--- config.mk ---
export PLATFORM = sky130hd
export DESIGN_NAME = muldiv_unit_flat
export DESIGN_NICKNAME = d
export VERILOG_FILES = /design/src/rtl/muldiv_unit_pkg.sv /design/src/rtl/muldiv_unit_if.sv /design/src/rtl/muldiv_unit_divu_step.sv /design/src/rtl/muldiv_unit.sv /design/src/flat_wrapper.sv
export SDC_FILE = /design/constraint.sdc
export NUM_CORES = 1
export LEC_CHECK = 0
export BUFFER_PORTS_ARGS = -buffer_cell sky130_fd_sc_hd__buf_2
export CAP_MARGIN = 20
export CORE_ASPECT_RATIO = 1.25
export CORE_MARGIN = 2
export CORE_UTILIZATION = 45
export DETAILED_ROUTE_END_ITERATION = 7
export PLACE_DENSITY_LB_ADDON = 0.12
export SETUP_SLACK_MARGIN = 0.2
export SYNTH_ARGS = -nofsm -noshare
export SYNTH_HDL_FRONTEND = slang
export SYNTH_SLANG_ARGS = --single-unit
--- constraint.sdc ---
create_clock -name clk -period 6 [get_ports clk]
set_input_delay 0.6 -clock clk [delete_from_list [all_inputs] [get_ports clk]]
set_output_delay 0.6 -clock clk [all_outputs]
set_load 0.01 [all_outputs]
--- src/rtl/muldiv_unit_pkg.sv ---
// Shared types for the iterative multiply/divide unit.
//   alu_ctrl_t     : decoder control codes (only MULTU/DIVU/MFHI/MFLO matter here)
//   muldiv_state_t : sequencer states
//   MULDIV_ITERS   : default operand width, which is also the iteration count
package muldiv_unit_pkg;

  localparam int unsigned MULDIV_ITERS = 32;

  typedef enum logic [3:0] {
    DONT_CAREac = 4'h0,
    ADDac       = 4'h1,
    SUBac       = 4'h2,
    ANDac       = 4'h3,
    ORac        = 4'h4,
    XORac       = 4'h5,
    SLTac       = 4'h6,
    SLLac       = 4'h7,
    MULTUac     = 4'h8,
    DIVUac      = 4'h9,
    MFHIac      = 4'hA,
    MFLOac      = 4'hB
  } alu_ctrl_t;

  typedef enum logic [1:0] {
    IDLE   = 2'd0,
    MUL    = 2'd1,
    DIV    = 2'd2,
    FINISH = 2'd3
  } muldiv_state_t;

  // Codes that launch an iterative operation.
  function automatic logic is_start_op(alu_ctrl_t op);
    return (op == MULTUac) || (op == DIVUac);
  endfunction

  // Codes that depend on HI/LO and therefore must wait while busy.
  function automatic logic is_hilo_op(alu_ctrl_t op);
    return (op == MULTUac) || (op == DIVUac) || (op == MFHIac) || (op == MFLOac);
  endfunction

endpackage

--- src/rtl/muldiv_unit_if.sv ---
// Decoder <-> multiply/divide unit connection.
//   master : decoder side, drives alu_ctrl/a/b and observes status and HI/LO
//   slave  : muldiv_unit side
interface muldiv_unit_if
  import muldiv_unit_pkg::*;
#(
  parameter int unsigned WIDTH = MULDIV_ITERS
);

  alu_ctrl_t         alu_ctrl;
  logic [WIDTH-1:0]  a;
  logic [WIDTH-1:0]  b;
  logic              busy;
  logic              done;
  logic              stall;
  logic [WIDTH-1:0]  hi;
  logic [WIDTH-1:0]  lo;
  logic [WIDTH-1:0]  result;
  logic              div_by_zero;

  modport master (
    output alu_ctrl, a, b,
    input  busy, done, stall, hi, lo, result, div_by_zero
  );

  modport slave (
    input  alu_ctrl, a, b,
    output busy, done, stall, hi, lo, result, div_by_zero
  );

endinterface

--- src/rtl/muldiv_unit_divu_step.sv ---
// One restoring-division iteration (combinational).
//   r_in/q_in : partial remainder (WIDTH+1 bits) and quotient/dividend shift register
//   divisor   : divisor
//   r_out/q_out : values after shifting {R,Q} left and trying a subtract
module muldiv_unit_divu_step #(
  parameter int unsigned WIDTH = 32
) (
  input  logic [WIDTH:0]   r_in,
  input  logic [WIDTH-1:0] q_in,
  input  logic [WIDTH-1:0] divisor,
  output logic [WIDTH:0]   r_out,
  output logic [WIDTH-1:0] q_out
);

  logic [WIDTH+1:0] shifted;
  logic [WIDTH+1:0] trial;
  logic             fits;

  always_comb begin
    // Keep the full shifted remainder so the compare never loses a bit.
    shifted = {r_in, q_in[WIDTH-1]};
    fits    = shifted >= {2'b00, divisor};
    trial   = shifted - {2'b00, divisor};
    r_out   = fits ? trial[WIDTH:0] : shifted[WIDTH:0];
    q_out   = {q_in[WIDTH-2:0], fits};
  end

endmodule

--- src/rtl/muldiv_unit.sv ---
// Iterative unsigned MULTU/DIVU unit owning the architectural HI/LO registers.
//   clk, rst : clock, synchronous active-high reset
//   bus      : slave side of muldiv_unit_if (alu_ctrl/a/b in; busy, done, stall,
//              hi, lo, result, div_by_zero out)
// An operation takes WIDTH step cycles plus one FINISH cycle that writes HI/LO;
// done pulses in the following (idle) cycle.
module muldiv_unit
  import muldiv_unit_pkg::*;
#(
  parameter int unsigned WIDTH = MULDIV_ITERS
) (
  input  logic           clk,
  input  logic           rst,
  muldiv_unit_if.slave   bus
);

  localparam int unsigned CntW = $clog2(WIDTH) + 1;
  localparam int unsigned AccW = 2 * WIDTH + 1;
  localparam logic [CntW-1:0] IterCnt = CntW'(WIDTH);
  localparam logic [CntW-1:0] LastCnt = CntW'(1);

  muldiv_state_t     state_q, state_d;
  logic [CntW-1:0]   cnt_q, cnt_d;
  // Shared datapath: MUL uses {carry, P_hi, P_lo}, DIV uses {R, Q}.
  logic [AccW-1:0]   acc_q, acc_d;
  // Multiplicand for MUL, divisor for DIV.
  logic [WIDTH-1:0]  opnd_q, opnd_d;
  logic [WIDTH-1:0]  hi_q, hi_d;
  logic [WIDTH-1:0]  lo_q, lo_d;
  logic              dbz_q, dbz_d;
  logic              done_q, done_d;

  logic [WIDTH:0]    mul_sum;
  logic [AccW-1:0]   mul_acc;
  logic [AccW-1:0]   mul_next;
  logic [WIDTH:0]    div_r_next;
  logic [WIDTH-1:0]  div_q_next;
  logic              start;
  logic              start_div;

  muldiv_unit_divu_step #(
    .WIDTH (WIDTH)
  ) u_divu_step (
    .r_in    (acc_q[AccW-1:WIDTH]),
    .q_in    (acc_q[WIDTH-1:0]),
    .divisor (opnd_q),
    .r_out   (div_r_next),
    .q_out   (div_q_next)
  );

  // Shift-add multiply step: add multiplicand into the upper half when P_lo[0]
  // is set, then shift the whole accumulator right by one.
  always_comb begin
    mul_sum  = {1'b0, acc_q[AccW-2:WIDTH]} + {1'b0, opnd_q};
    mul_acc  = acc_q[0] ? {mul_sum, acc_q[WIDTH-1:0]} : acc_q;
    mul_next = mul_acc >> 1;
  end

  always_comb begin
    start     = (state_q == IDLE) && is_start_op(bus.alu_ctrl);
    start_div = bus.alu_ctrl == DIVUac;
  end

  always_comb begin
    state_d = state_q;
    cnt_d   = cnt_q;
    acc_d   = acc_q;
    opnd_d  = opnd_q;
    hi_d    = hi_q;
    lo_d    = lo_q;
    dbz_d   = dbz_q;
    done_d  = 1'b0;

    case (state_q)
      IDLE: begin
        if (start) begin
          cnt_d = IterCnt;
          if (start_div) begin
            state_d = DIV;
            opnd_d  = bus.b;
            acc_d   = {{(WIDTH + 1){1'b0}}, bus.a};
            dbz_d   = bus.b == '0;
          end else begin
            state_d = MUL;
            opnd_d  = bus.a;
            acc_d   = {{(WIDTH + 1){1'b0}}, bus.b};
            dbz_d   = 1'b0;
          end
        end
      end
      MUL: begin
        acc_d = mul_next;
        cnt_d = cnt_q - LastCnt;
        if (cnt_q == LastCnt) state_d = FINISH;
      end
      DIV: begin
        acc_d = {div_r_next, div_q_next};
        cnt_d = cnt_q - LastCnt;
        if (cnt_q == LastCnt) state_d = FINISH;
      end
      FINISH: begin
        // Both algorithms leave the HI result in bits [2W-1:W] and LO in [W-1:0].
        hi_d    = acc_q[AccW-2:WIDTH];
        lo_d    = acc_q[WIDTH-1:0];
        done_d  = 1'b1;
        state_d = IDLE;
      end
      default: state_d = IDLE;
    endcase
  end

  always_ff @(posedge clk) begin
    if (rst) begin
      state_q <= IDLE;
      cnt_q   <= '0;
      acc_q   <= '0;
      opnd_q  <= '0;
      hi_q    <= '0;
      lo_q    <= '0;
      dbz_q   <= 1'b0;
      done_q  <= 1'b0;
    end else begin
      state_q <= state_d;
      cnt_q   <= cnt_d;
      acc_q   <= acc_d;
      opnd_q  <= opnd_d;
      hi_q    <= hi_d;
      lo_q    <= lo_d;
      dbz_q   <= dbz_d;
      done_q  <= done_d;
    end
  end

  always_comb begin
    bus.busy        = state_q != IDLE;
    bus.done        = done_q;
    bus.stall       = (state_q != IDLE) && is_hilo_op(bus.alu_ctrl);
    bus.hi          = hi_q;
    bus.lo          = lo_q;
    bus.div_by_zero = dbz_q;
    case (bus.alu_ctrl)
      MFHIac:  bus.result = hi_q;
      MFLOac:  bus.result = lo_q;
      default: bus.result = '0;
    endcase
  end

endmodule

--- src/flat_wrapper.sv ---
// flat-port wrapper written by rule: the top's interface ports become plain ports
module muldiv_unit_flat import muldiv_unit_pkg::*;
#(
  parameter int unsigned WIDTH = MULDIV_ITERS
)
  (clk, rst, bus_alu_ctrl, bus_a, bus_b, bus_busy, bus_done, bus_stall, bus_hi, bus_lo, bus_result, bus_div_by_zero);
  muldiv_unit_if #(.WIDTH(WIDTH)) bus_i ();
  input  logic clk;
  input  logic rst;
  input wire logic [$bits(bus_i.alu_ctrl)-1:0] bus_alu_ctrl;
  input wire logic [$bits(bus_i.a)-1:0] bus_a;
  input wire logic [$bits(bus_i.b)-1:0] bus_b;
  output wire logic [$bits(bus_i.busy)-1:0] bus_busy;
  output wire logic [$bits(bus_i.done)-1:0] bus_done;
  output wire logic [$bits(bus_i.stall)-1:0] bus_stall;
  output wire logic [$bits(bus_i.hi)-1:0] bus_hi;
  output wire logic [$bits(bus_i.lo)-1:0] bus_lo;
  output wire logic [$bits(bus_i.result)-1:0] bus_result;
  output wire logic [$bits(bus_i.div_by_zero)-1:0] bus_div_by_zero;
  assign bus_i.alu_ctrl = bus_alu_ctrl;
  assign bus_i.a = bus_a;
  assign bus_i.b = bus_b;
  assign bus_busy = bus_i.busy;
  assign bus_done = bus_i.done;
  assign bus_stall = bus_i.stall;
  assign bus_hi = bus_i.hi;
  assign bus_lo = bus_i.lo;
  assign bus_result = bus_i.result;
  assign bus_div_by_zero = bus_i.div_by_zero;
  muldiv_unit #(.WIDTH(WIDTH)) u_core (.clk(clk), .rst(rst), .bus(bus_i));
endmodule
* Word-level counts from Yosys, hierarchy flattened
Cells that the tools add are included.
Widths: inputs -> output; s select.
** Word-level totals
- Register bits :: 171
- Input bits :: 70
- Output and inout port bits :: 100
** Operators by class
- Add/sub/neg operators :: 3
- $lt $le $gt $ge :: 1
- Equality and inequality tests :: 10
- Muxes and demuxes :: 15
- Reduce and logical (&&, ||, !) cells :: 15
** Operator list (count)
- $pmux 65 s3 :: 1
- $mux 65 :: 2
- $mux 32 :: 2
- $pmux 32 s2 :: 1
- $ge 34x32->1 :: 1
- $add 32x32->33 :: 1
- $mux 33 :: 1
- $sub 33x32->33 :: 1
- $logic_not 32->1 :: 1
- $eq 4x4->1 const B :: 4
- $pmux 6 s2 :: 1
- $reduce_and 2->1 :: 4
- $eq 6x1->1 const B :: 1
- $mux 2 :: 3
- $mux 6 :: 1
- $pmux 2 s3 :: 1
- $sub 6x1->6 const B :: 1
- $eq 2x2->1 const B :: 2
- $ne 2x1->1 const B :: 2
- $reduce_bool 2->1 :: 2
- $logic_or 1x1->1 :: 3
- $reduce_bool 3->1 :: 1
- $eq 2x1->1 const B :: 1
- $logic_and 1x1->1 :: 2
- other kinds (3) :: 4

* Logic depth before layout (Yosys ltp)
- Word-level depth :: 5
- Gate-level depth with buffers :: 14
- Gate-level depth less buffers :: 13

* Modules after synthesis
From an unflattened synthesis, not the netlist that was laid out.
** Second synthesis, totals
- Cell total of the unflattened synthesis :: 1520
- Area total of the unflattened synthesis :: 12494.5 sq um
** By module, submodules not included
- muldiv_unit :: times used 1, cells an instance 1104, area each 9781.9 sq um
- muldiv_unit_divu_step :: times used 1, cells an instance 416, area each 2712.6 sq um

* Worst setup path after synthesis
OpenSTA, ideal clock, no wires.
- Path kind :: reg2reg
- Start :: register u_core.acc_q[31]
- End :: register u_core.acc_q[50]
- Arrival :: 2.846 ns
- Data required time :: 5.872 ns
- Setup slack :: 3.026 ns
- Cell stages (with the launch flop) :: 14
- Period minus slack after synthesis :: 2.974 ns
- Cells stage by stage :: dfxtp_1 > inv_1 > ha_1 > inv_1 > fa_1 > a211oi_1 > and4bb_2 > nor4b_2 > o31a_2 > o211ai_4 > buf_6 > mux2_4 > a221oi_2 > nor2_1
** On the way
- Longest elaborated chain between the ends :: 3
- Elaborated cells on any way between the ends :: 4
- Classes of those cells :: add/sub: 1; order compare: 1; mux: 2
** RTL lines
- from (decl) :: line muldiv_unit.sv:25 : logic [AccW-1:0] acc_q, acc_d;
- from (signal assigned) :: line muldiv_unit.sv:116 : acc_q <= '0;
- from (signal assigned) :: line muldiv_unit.sv:125 : acc_q <= acc_d;
- $sub 33x32->33 or $ge 34x32->1 (tied branches) :: line muldiv_unit_divu_step.sv:23, muldiv_unit_divu_step.sv:22
- $mux 33 (*) :: line muldiv_unit_divu_step.sv:24 : r_out = fits ? trial[WIDTH:0] : shifted[WIDTH:0];
- $pmux 65 s3 (*) :: line muldiv_unit.sv:74 : case (state_q)
Every way passes the cells marked *; elsewhere a longest branch is shown, timed or not.
A chain may end at the register's enable or synchronous reset.

* Final worst setup path
- Start :: register u_core.acc_q[32]
- End :: register u_core.acc_q[59]
** On the way
- Longest elaborated chain between the ends :: 3
- Elaborated cells on any way between the ends :: 6
- Classes of those cells :: add/sub: 2; order compare: 1; mux: 3
** RTL lines
- $sub 33x32->33 (tied with other cells) :: line muldiv_unit_divu_step.sv:23 : trial = shifted - {2'b00, divisor};
- $mux 33 or $mux 65 (tied branches) :: line muldiv_unit_divu_step.sv:24, muldiv_unit.sv:55
- $pmux 65 s3 (*) :: line muldiv_unit.sv:74
Marked as above.

==> flow_summary.json <==
{
  "status": "complete, no violations",
  "synth_seq_area_share_pct": 28.8,
  "synthesis.area_sq_um": 11900,
  "final_cell_mix": "nor2_1 (205), dfxtp_1 (171), buf_2 (168)",
  "path_common_cell": "o21ai_1",
  "final_common_cell": "nor2_1",
  "rows": 66,
  "fp.coreArea_sq_um": 26000,
  "cts_root_buffer": "clkbuf_16",
  "post-cts-setup-buffers": 0,
  "grt-ovfl-total": 0,
  "p_leak_nw": 5.73,
  "rsz0062_at_grt": "no",
  "fin_crit_ps": 3660,
  "clockBufferDepth": 2,
  "cp_top_family": "compound AO/OA/AOI/OAI gates",
  "worstHoldPathType": "input pin to register",
  "cp_max_fo": 7,
  "holdBufCountCts": 0,
  "yosys_warnings": 0,
  "grt_use_total_pct": 27.9,
  "start_kind": "register",
  "slowest_stage": "a211oi_1",
  "cts_resized": 0,
  "critPathKind": "register to register",
  "final_util_pct": 52.2,
  "htreeDepth": 4,
  "ir_drop_mv": 0.207,
  "fin_tns_setup_ps": 0,
  "dr_total_vias": 11400,
  "grt_antenna_before_repair": 1,
  "use_met2_pct": 44.9,
  "drt_wl_total_um": 38800,
  "drv_cap": 0,
  "drt_iter0_markers": 1073,
  "worst_pin_slew_ps": 996,
  "relSlewSlack_pct": 33.4,
  "fmax_ghz": 0.273,
  "grt_use_met1_pct": 37.9,
  "place.gp.congestion": 0.893,
  "setup_viol": 0,
  "design.die.area_sq_um": 27800,
  "crit_path_max_incr_delay_ps": 560,
  "synth.area.top_cells": "dfxtp_1 (29%), mux2i_1 (10%), ha_1 (7.5%), nor2_1 (6.5%), mux2_2 (3.5%)",
  "cts_num_sinks": 171,
  "top_level_ports": 170,
  "clk_latency_ps": 440,
  "maxSlewViolCount": 0,
  "tritoncts": "yes",
  "syn_to_final_growth_pct": 14.0,
  "io_buffers": 169,
  "drive_gt1_share_pct": 17.4,
  "antenna_left": 0,
  "yosysTopAreaCell": "dfxtp_1",
  "crit_required_ps": 6290,
  "syn_avg_cell_area_sq_um": 8.28,
  "drt_pass1_iterations": 6,
  "remaining_drc_errors": 0,
  "arrival_ps": 3950,
  "synth_flop_cell": "dfxtp_1",
  "clock_skew_ps": 10.5,
  "cp_num_buf_inv": 1,
  "synth_nets": 1581,
  "final_nets": 1687,
  "ys_types": 74,
  "end_kind": "register",
  "num-fill-cells": 2517,
  "grt_first_pass_wirelength_um": 60600,
  "vias_per_cell": 6.00,
  "postSynthCellCount": 1438,
  "met3_usage_pct": 4.71,
  "min_period_over_period_pct": 61.0,
  "clkTransAtPathRegs_ps": 70,
  "start_util_pct": 45.8,
  "power_density_nw_per_um2": 289,
  "hold_viol": 0,
  "grt_max_degree": 81,
  "synth-async-reset-ratio_pct": 0,
  "wl_per_cell_um": 20.5,
  "gr-max-usage-layer": "met2",
  "dp_hpwl_um": 29300,
  "die_x_um": 149,
  "yosysTopAreaCellShare_pct": 28.8,
  "path_cells": "ha_1 -> inv_1 -> fa_1 -> nor2b_1 -> o211ai_1 -> a211oi_1 -> nor2_2 -> o21ai_1 -> a41oi_2 -> xnor2_1 -> a222oi_1 -> o21ai_1",
  "die-height_um": 186,
  "cts_buffers": 17,
  "ys_ff_latch": 171,
  "synth_edf_count": 0,
  "first_global_vias": 10800
}
==> registers in the layout, summed over array words and instances (netlist names) <==
register / flops
u_core.acc_q: 65
u_core.bus.div_by_zero: 1
u_core.state_q: 2
u_core.cnt_q: 6
u_core.bus.lo: 32
u_core.bus.hi: 32
u_core.bus.done: 1
u_core.opnd_q: 32
==> report_power, final <==
| part | internal (mW) | switching, mW |
|---|---|---|
| logic | 0.545 | 0.864 |
| clock network | 0.716 | 0.478 |
| registers | 1.21 | 0.104 |
| total | 2.47 | 1.45 |
==> per-stage QoR <==
step | cell area (sq um) | instances | power [mW] | setup slack (ps) | hold slack, ps
after detailed placement | 12900 | 1865 | 2.72 | 2390 | 477
after floorplan | 11900 | 1438 | 2.36 | 3030 | 466
after global routing | 13600 | 1895 | 4.11 | 2120 | 480
after CTS | 13600 | 1895 | 3.91 | 2350 | 457
final | 13600 | 1896 | 3.92 | 2340 | 485
after global placement | 12900 | 1865 | 2.71 | 2450 | 466
==> Yosys cell counts, types with 12 or more instances <==
library cell and count:
a211oi_1 44, a21o_1 37, a21oi_1 80, a221oi_1 35
a22o_1 34, a22oi_1 36, a31oi_1 17, and2_1 13
and3_1 12, clkbuf_1 86, dfxtp_1 171, ha_1 71
inv_1 55, mux2_2 37, mux2i_1 123, nand2_1 72
nand3_1 19, nand4_1 13, nor2_1 207, nor2b_1 12
nor3_1 16, o21ai_0 54, o21bai_1 12, xnor2_1 32
xor2_1 20
==> cell type report <==
type                    instances  area (sq um)  area share, %
repair buffers                184           961           7.08
inverters                      55           206           1.52
well taps                     340           425           3.14
clock inverters                10           168           1.24
diodes                          1          2.50         0.0184
clock buffers                  20           457           3.37
flip-flops and latches        171          3420           25.2
multi-input cells            1115          7920           58.4
==> worst min-delay path: cells and delay by family <==
kind,cells,cell delay [ps]
buf+inv,1,120
compound gates,1,80
simple gates,1,70
==> cells by family after synthesis <==
group | share of synthesized area (%)
buf+inv | 5.00
simple gates | 15.2
mux | 14.0
flops | 28.8
compound gates | 25.5
fa+ha+maj | 7.80
xor+xnor | 3.83
==> worst paths after layout <==
path	start	to	slack, ps	depth (start not counted)
hold / removal	bus_b[13]	u_core.opnd_q[13]	490	3
setup reg to reg	u_core.acc_q[32]	u_core.acc_q[59]	2340	12
setup / recovery	u_core.acc_q[32]	u_core.acc_q[59]	2340	12
hold reg to reg	u_core.bus.div_by_zero	u_core.bus.div_by_zero	500	2
==> per-layer routing <==
layer  vias up  share of wire [%]
met4         0                2.0
met5         -                  0
met3        48                5.8
met1      5416                 46
met2       372                 46
li1       5536                  -
No activity file was read; power rests on OpenSTA's default activity.
